## src/rtl/result_serializer_pkg.sv

```systemverilog
// result_serializer_pkg
// Shared types and constants for the result serializer: FSM state encoding,
// number of datapath results, beat index width and the checksum beat index.
package result_serializer_pkg;

  typedef enum logic {
    IDLE = 1'b0,
    SEND = 1'b1
  } state_t;

  localparam int NUM_RESULTS = 6;  // s1..s6
  localparam int IDX_W       = 3;  // wide enough for indices 0..6
  localparam int SUM_IDX     = 6;  // index of the trailing checksum beat

endpackage

```

## src/rtl/result_serializer_sum6.sv

```systemverilog
// result_sum6
// Combinational six-input adder producing the burst checksum. The result is
// BW bits wide, so carries out of the top bit are dropped (mod 2^BW).
// Ports:
//   s1..s6 : input  [BW-1:0] operands
//   sum    : output [BW-1:0] (s1+s2+s3+s4+s5+s6) mod 2^BW
module result_sum6 #(
  parameter int BW = 8
) (
  input  logic [BW-1:0] s1,
  input  logic [BW-1:0] s2,
  input  logic [BW-1:0] s3,
  input  logic [BW-1:0] s4,
  input  logic [BW-1:0] s5,
  input  logic [BW-1:0] s6,
  output logic [BW-1:0] sum
);

  assign sum = s1 + s2 + s3 + s4 + s5 + s6;

endmodule

```

## src/rtl/result_serializer.sv

```systemverilog
// result_serializer
// Captures one parallel set of six datapath results per in_valid/in_ready
// handshake and streams it out one word per beat, tagged with its index,
// optionally followed by a checksum beat (idx 6).
// Ports:
//   clk, rst            : clock, synchronous active-high reset
//   in_valid / in_ready : upstream handshake for the result set
//   s1..s6              : result words, sampled only on the input handshake
//   out_valid/out_ready : downstream per-beat handshake
//   out_data, out_idx   : current word and its index (0..5 results, 6 checksum)
//   out_last            : marks the final beat of the burst
//   busy                : a burst is held or being emitted
module result_serializer
  import result_serializer_pkg::*;
#(
  parameter int BW       = 8,
  parameter bit EMIT_SUM = 1'b1
) (
  input  logic             clk,
  input  logic             rst,
  input  logic             in_valid,
  output logic             in_ready,
  input  logic [BW-1:0]    s1,
  input  logic [BW-1:0]    s2,
  input  logic [BW-1:0]    s3,
  input  logic [BW-1:0]    s4,
  input  logic [BW-1:0]    s5,
  input  logic [BW-1:0]    s6,
  output logic             out_valid,
  input  logic             out_ready,
  output logic [BW-1:0]    out_data,
  output logic [IDX_W-1:0] out_idx,
  output logic             out_last,
  output logic             busy
);

  localparam int NUM_WORDS = NUM_RESULTS + 1;
  localparam logic [IDX_W-1:0] LAST_IDX =
    EMIT_SUM ? IDX_W'(SUM_IDX) : IDX_W'(NUM_RESULTS - 1);

  state_t           state_reg, state_next;
  logic [IDX_W-1:0] idx_reg, idx_next;
  logic [BW-1:0]    bank_reg [NUM_WORDS];
  logic [BW-1:0]    s_arr [NUM_RESULTS];
  logic [BW-1:0]    checksum;
  logic             load;
  logic             is_last;

  assign s_arr[0] = s1;
  assign s_arr[1] = s2;
  assign s_arr[2] = s3;
  assign s_arr[3] = s4;
  assign s_arr[4] = s5;
  assign s_arr[5] = s6;

  result_sum6 #(.BW(BW)) u_sum (
    .s1  (s1),
    .s2  (s2),
    .s3  (s3),
    .s4  (s4),
    .s5  (s5),
    .s6  (s6),
    .sum (checksum)
  );

  assign is_last = (idx_reg == LAST_IDX);

  // Next-state logic. in_ready is gated by rst so a set offered during reset
  // is never handshaken. On the final beat in_ready follows out_ready
  // combinationally, which lets a new set load with no bubble between bursts.
  always_comb begin
    state_next = state_reg;
    idx_next   = idx_reg;
    load       = 1'b0;
    in_ready   = 1'b0;
    case (state_reg)
      IDLE: begin
        in_ready = !rst;
        if (in_valid && !rst) begin
          load       = 1'b1;
          idx_next   = '0;
          state_next = SEND;
        end
      end
      SEND: begin
        if (out_ready) begin
          if (!is_last) begin
            idx_next = idx_reg + 1'b1;
          end else begin
            in_ready = !rst;
            idx_next = '0;
            if (in_valid && !rst) begin
              load = 1'b1;
            end else begin
              state_next = IDLE;
            end
          end
        end
      end
      default: state_next = IDLE;
    endcase
  end

  always_ff @(posedge clk) begin
    if (rst) begin
      state_reg <= IDLE;
      idx_reg   <= '0;
    end else begin
      state_reg <= state_next;
      idx_reg   <= idx_next;
    end
  end

  // Word bank needs no reset: it is only observed while in SEND, and SEND is
  // always entered through a load.
  always_ff @(posedge clk) begin
    if (load) begin
      for (int i = 0; i < NUM_RESULTS; i++) begin
        bank_reg[i] <= s_arr[i];
      end
      bank_reg[SUM_IDX] <= checksum;
    end
  end

  assign busy      = (state_reg == SEND);
  assign out_valid = busy;
  assign out_idx   = idx_reg;
  assign out_last  = busy && is_last;
  assign out_data  = busy ? bank_reg[idx_reg] : '0;

endmodule

```

## config.mk

```make
export PLATFORM = sky130hd
export DESIGN_NAME = result_serializer
export DESIGN_NICKNAME = d
export VERILOG_FILES = /design/src/rtl/result_serializer_pkg.sv /design/src/rtl/result_serializer_sum6.sv /design/src/rtl/result_serializer.sv
export SDC_FILE = /design/constraint.sdc
export NUM_CORES = 1
export LEC_CHECK = 0
export ABC_AREA = 1
export CAP_MARGIN = 0
export CORE_MARGIN = 1
export CORE_UTILIZATION = 40
export CTS_BUF_LIST = sky130_fd_sc_hd__clkbuf_8 sky130_fd_sc_hd__clkbuf_16
export CTS_CLUSTER_SIZE = 8
export DETAILED_ROUTE_END_ITERATION = 8
export RECOVER_POWER = 25
export SLEW_MARGIN = 40
export SYNTH_ARGS = -nofsm -noshare
export SYNTH_HDL_FRONTEND = slang
export SYNTH_SLANG_ARGS = --single-unit
```

## constraint.sdc

```tcl
create_clock -name clk -period 6.78 [get_ports clk]
set_input_delay 1.017 -clock clk [delete_from_list [all_inputs] [get_ports clk]]
set_output_delay 1.017 -clock clk [all_outputs]
set_load 0.01 [all_outputs]
```

==> results of run 1 <==
## report_power, final
part / leakage (uW) / internal (uW) / switching (uW) / total (uW)
sequential: 0.000576 / 469 / 12.1 / 481
combinational: 0.00119 / 138 / 173 / 311
clock: 0.0000972 / 170 / 155 / 325
## stage by stage
| stage | power [uW] | cells |
|---|---|---|
| floorplan | 706.6 | 324 |
| global placement | 801.4 | 488 |
| detailed placement | 809.7 | 488 |
| CTS | 1134 | 504 |
| global route | 1198 | 504 |
| finish | 1117 | 504 |
## path summary, 6_finish.rpt
check	startpoint	to	slack, ns	cells past startpoint
worst min register to register	out_idx[0]	flip-flop	0.53	1
worst max-delay path	s1[5]	bank_reg[6][7]	2.70	15
worst min-delay path	out_idx[0]	flip-flop	0.53	1
worst max register to register	out_idx[0]	bank_reg[1][0]	4.80	5
## logic make-up (layout without fill, tap and decap cells)
| family | count (synthesis) | after routing | share of synthesized area |
|---|---|---|---|
| AO/OA/AOI/OAI | 54 | 54 | 0.08584 |
| XOR/XNOR | 5 | 5 | 0.01252 |
| adder cells (fa/ha/maj) | 33 | 33 | 0.1760 |
| buffers and inverters | 78 | 153 | 0.09657 |
| flip-flops | 63 | 63 | 0.5207 |
| AND/OR/NAND/NOR | 91 | 91 | 0.1084 |
## layer usage
| layer | vias up | GRT usage |
|---|---|---|
| li1 | 1198 | - |
| met1 | 1153 | 0.2365 |
| met2 | 73 | 0.2679 |
| met3 | 9 | 0.04785 |
| met4 | 0 | 0.05970 |
| met5 | - | 0 |
## synthesized netlist by cell type, drive strengths merged
cell,count
nor2,21
nor3,2
xor2,3
fa,27
inv,69
xnor2,2
dfxtp,7
nand3b,1
a21oi,16
o21ai,22
ha,6
nand3,17
clkinv,1
edfxtp,56
o211ai,8
buf,8
o22ai,8
nand2,50
## critical path, stage by stage
cell and delay [ns]:
dlygate4sd3_1 0.54, inv_1 0.06, fa_1 0.54, inv_1 0.06, fa_1 0.54, inv_1 0.06, fa_1 0.52, inv_1 0.04
ha_1 0.34, nand2_1 0.11, o21ai_0 0.08, nor2_1 0.12, inv_1 0.05, nand2_1 0.06, nand2_1 0.04
## layout make-up
class	instances	area (um2)	area share
clock buffers	9	123.9	0.02799
clock inverters	7	72.57	0.01640
inverters	70	262.8	0.05937
multi-input cells	183	1344	0.3036
flip-flops and latches	63	1823	0.4119
well taps	105	131.4	0.02969
repair buffers	67	668.1	0.1510
==> summary.txt, run 1 <==
Run status
  • Status: completed

Global routing
  • Vias in the first global route: ~2400
  • Total gr overflow: 0
  • Initial antenna violation count: 0
  • GR Util All Layers: 0.1738
  • First-pass GRT wire length: roughly 11000 um
  • Largest net degree at the start of global routing: 57

Timing
  • Max Transition Viols Final: 0
  • Final hold slack: ~0.53 ns
  • Final min period: a little over 4 ns
  • Setup violators final: 0
  • Hold Vio Cnt, Final: 0
  • Worst-margin pin slew: around 0.73 ns
  • Final Cycle Share: 0.6024
  • Fin Setup TNS: 0 ns
  • Layout Skew: around 0.010 ns
  • Worst slew margin: 0.5112
  • RSZ-0062 raised after global routing: no
  • Peak Freq: ~240 MHz
  • PnR worst setup slack: 2.696 ns

Final layout
  • Antenna diodes: 0
  • Fillers: between 700 and 800
  • Max reg flops: between 50 and 60
  • Final Util: 0.5306
  • Layout Nets: 479
  • Commonest non-fill, non-tap cell in the layout: inv_1
  • Layout area overhead: 26.50%
  • Post-route cell area: 4425 um2
  • Share of cells above drive strength 1: 0.05514
  • Leading cell types in the layout, fill and taps excluded: 67 x inv_1, 56 x edfxtp_1, 50 x nand2_1

Logic synthesis
  • Yosys warns: 0
  • Top-area cell type share of the netlist area: 0.4807
  • Sequential cell area fraction in the yosys report: 0.5207
  • Area contributors post-synth: edfxtp_1 48%, fa_1 15%, inv_1 7.2%
  • Synth cell types: 22
  • Synth area leader: edfxtp_1
  • #FFs+latches synth: 63
  • Post-Syn Area: roughly 3500 um2
  • Post-synthesis net count: between 400 and 500
  • Avg Inst Size Synth: ~11 um2
  • Gate Count Post-Synth: 324

Worst setup path
  • Critical Path End Type: flip-flop
  • Critical Path Source Type: input port
  • Worst EP required: slightly below 7 ns
  • Critical path class: input port to flip-flop
  • Worst-path fanout max: 4
  • CP arrival: 4.18 ns

CTS
  • Hold_buf cts: 0
  • Post-CTS Setup Bufs: 0
  • Clock buffer depth: 2
  • CTS root buffer: clkbuf_8
  • # clock sinks: 63
  • CTS tree: built
  • Clk_lat worst skew: 0.34 ns
  • TritonCTS Buffers: 9
  • Post-CTS Resized: 0
  • Clock Pin Slew Worst Setup and Hold Paths: roughly 0.070 ns
  • Htree depth: 3

Routing
  • WL met1: ~3300 um
  • Vias: 2433
  • WL met2: 3276 um
  • Antenna viol nets, final: 0
  • Routed WL: approximately 7000 um
  • Initial DRC count: 133
  • Drt pass-1 iters: 5
  • Met3 Routed Length: between 400 and 500 um
  • Post-detailed-route wirelength per cell: around 14 um
  • # DRC: 0
  • Highest Signal Layer: met4
  • Vias per cell: roughly 4.8

Floorplanning
  • Die area: slightly above 9000 um2
  • Height of the die: 95.52 um
  • Initial Util: 0.4194
  • IO Pins: 67
  • Die W: 95.52 um
  • Core region area: between 8000 and 9000 um2
  • Num rows: 33

Placement
  • Final HPWL DP: between 4000 and 5000 um
  • GPL Wtd Cong: 0.7821
  • Port bufs: between 60 and 70
  • Placed Area: between 4000 and 5000 um2
  • Worst slack, placed: approximately 2.4 ns

Power and ir drop
  • Peak supply drop: 0.1166 mV
  • Pleak: 0.001861 uW
  • P per Cell Area: approximately 250 nW/um2

Flow run
  • MaxCap Viol Count: 0

Hold path
  • Worst hold path type: flip-flop to flip-flop
Power figures use the tool's default switching activity.
==> run 2: changes to the inputs <==
clock period = 4.05 ns   (was 6.78 ns; I/O delays follow)
==> run 2 against run 1 <==
Highest routed layer unchanged. Sequential cell count stayed put. Hold slack better by 0.0029 ns. Largest power group unchanged. Via count is 0.25% lower. Critical endpoint unchanged. Clock power is 68% higher.
==> summary.txt, run 2 (same netlist as run 1, synthesis figures left out) <==
Run status
  • Status: completed

Global routing
  • Largest net degree at the start of global routing: 57
  • GR Util All Layers: 0.1688
  • GRT Max-Usage Layer: met2
  • Total gr overflow: 0
  • Met1 global-route usage: 0.2197
  • Grt met3 use: 0.03270
  • M2 GR Usage: 0.2768
  • Initial antenna violation count: 0
  • Vias in the first global route: approximately 2400
  • First-pass GRT wire length: 11190 um

Final layout
  • Commonest non-fill, non-tap cell in the layout: inv_1
  • Share of cells above drive strength 1: 0.05500
  • Layout area overhead: 26.97%
  • Leading cell types in the layout, fill and taps excluded: 68 x inv_1, 56 x edfxtp_1, 50 x nand2_1
  • Layout Nets: 480
  • Fillers: between 700 and 800
  • Antenna diodes: 0
  • Max reg flops: 56

Worst setup path
  • CP delay by family, top: adder cells
  • Worst Setup SP: s1[6]
  • Critical Path End Type: flip-flop
  • Worst EP required: a little over 4 ns
  • R2r startpoint: out_idx[1]
  • CP cell instances: dlygate4sd3_1, fa_1, inv_1, fa_1, fa_1, inv_1, ha_1, a21oi_1, o21ai_0, nor2_1, inv_1, nand2_1, nand2_1
  • CP peak stage delay: between 0.5 and 0.6 ns
  • R2R setup slack: slightly above 2 ns
  • Register-to-Register Path Depth: 5
  • CP arrival: approximately 3.7 ns
  • Worst-path fanout max: 3
  • Crit path to: bank_reg[6][7]
  • Endpoint of the lowest-slack register-to-register path: bank_reg[0][4]
  • Critical Path Source Type: input port
  • Critical path depth in cells: 13
  • WP buf/inv: 4
  • Critical path class: input port to flip-flop
  • Critical-path top delay cell: dlygate4sd3_1

CTS
  • Clock buffer depth: 2
  • TritonCTS Buffers: 9
  • Clk_lat worst skew: 0.34 ns
  • Htree depth: 3
  • # clock sinks: 63
  • Post-CTS Resized: 0
  • CTS root buffer: clkbuf_8
  • Clock Pin Slew Worst Setup and Hold Paths: ~0.070 ns
  • CTS tree: built
  • Hold_buf cts: 0
  • Post-CTS Setup Bufs: 0

Hold path
  • Worst hold path type: flip-flop to flip-flop
  • Hold path cells: 1

Routing
  • Initial DRC count: 98
  • Routed WL: about 7100 um
  • Drt pass-1 iters: 5
  • Antenna viol nets, final: 0
  • Post-detailed-route wirelength per cell: roughly 14 um
  • Vias per cell: around 4.8
  • # DRC: 0
  • Vias: approximately 2400

Placement
  • Final HPWL DP: ~5100 um
  • GPL Wtd Cong: between 0.8 and 0.9
  • Port bufs: 66

Power and ir drop
  • Pwr Total: about 1900 uW
  • Pleak: between 0.0015 and 0.002 uW
  • P per Cell Area: between 400 and 500 nW/um2
  • Peak supply drop: about 0.21 mV

Timing
  • Setup violators final: 0
  • Final Cycle Share: 0.8997
  • Worst slew margin: 0.5076
  • Worst-margin pin slew: between 0.7 and 0.8 ns
  • Fin Setup TNS: 0 ns
  • Peak Freq: between 200 and 300 MHz
  • Final min period: ~3.6 ns
  • Layout Skew: between 0.01 and 0.015 ns
  • RSZ-0062 raised after global routing: no
  • Max Transition Viols Final: 0
  • Hold Vio Cnt, Final: 0

Floorplanning
  • Num rows: 33
  • Die area: 9124 um2
  • IO Pins: 67
  • Die W: 95.52 um
  • Core region area: 8341 um2
  • Height of the die: between 90 and 100 um
  • Initial Util: 0.4194

Flow run
  • MaxCap Viol Count: 0
## run 2: final cells by class
class / instances / area (um2) / share of cell area
clock buffer: 10 / 137.6 / 0.03099
clock inverter: 6 / 62.56 / 0.01408
inverter: 70 / 262.8 / 0.05915
multi-input combinational: 183 / 1350 / 0.3039
sequential: 63 / 1822 / 0.4101
tap: 105 / 131.4 / 0.02958
timing repair buffer: 68 / 675.6 / 0.1521
## run 2: per-stage QoR
step                hold WS [ns]  utilization  cell area (um2)  setup WS (ns)  std cells
global route              0.5641       0.5326             4442         0.1833        505
floorplan                 0.5305            -             3503         0.5269        324
CTS                       0.5448       0.5326             4442         0.4744        505
finish                    0.5369       0.5326             4442         0.4062        505
detailed placement        0.5345       0.5086             4242         0.1050        489
global placement          0.5274       0.5086             4242         0.1375        489
## run 2: worst min-delay path by stage
stage	from	end	slack, ns
after floorplan	out_idx[0]	flip-flop	0.53
after global placement	out_idx[0]	flip-flop	0.53
after detailed placement	out_idx[0]	flip-flop	0.53
after CTS	out_idx[0]	out_idx[0]	0.54
after global routing	out_idx[0]	flip-flop	0.56
final	out_idx[0]	flip-flop	0.54
## run 2: power by group
group          total, uW  switching [uW]  internal, uW
clock                547             249           299
combinational        527             294           233
sequential           804            19.3           785
total               1880             562          1320
## run 2: per-layer routing
metal / share of wire / wire (um)
met1: 0.45 / 3203
met2: 0.50 / 3537
met3: 0.045 / 323
met4: 0.0094 / 67
met5: 0 / 0
## run 2: worst register-to-register path: cells and delay by family (launching register included)
family                 cells  cell delay [ns]
DFF                        1             0.42
and+or+nand+nor            2             0.23
AOI/OAI and AO/OA          1             0.22
buffers and inverters      2             0.69
==> run 3: changes to the inputs <==
CORE_MARGIN = unset   (was 1)
SKIP_LAST_GASP = 1   (was unset)
==> results of run 3 <==
No change in the layout: final DEF, timing and power equal those of run 2.
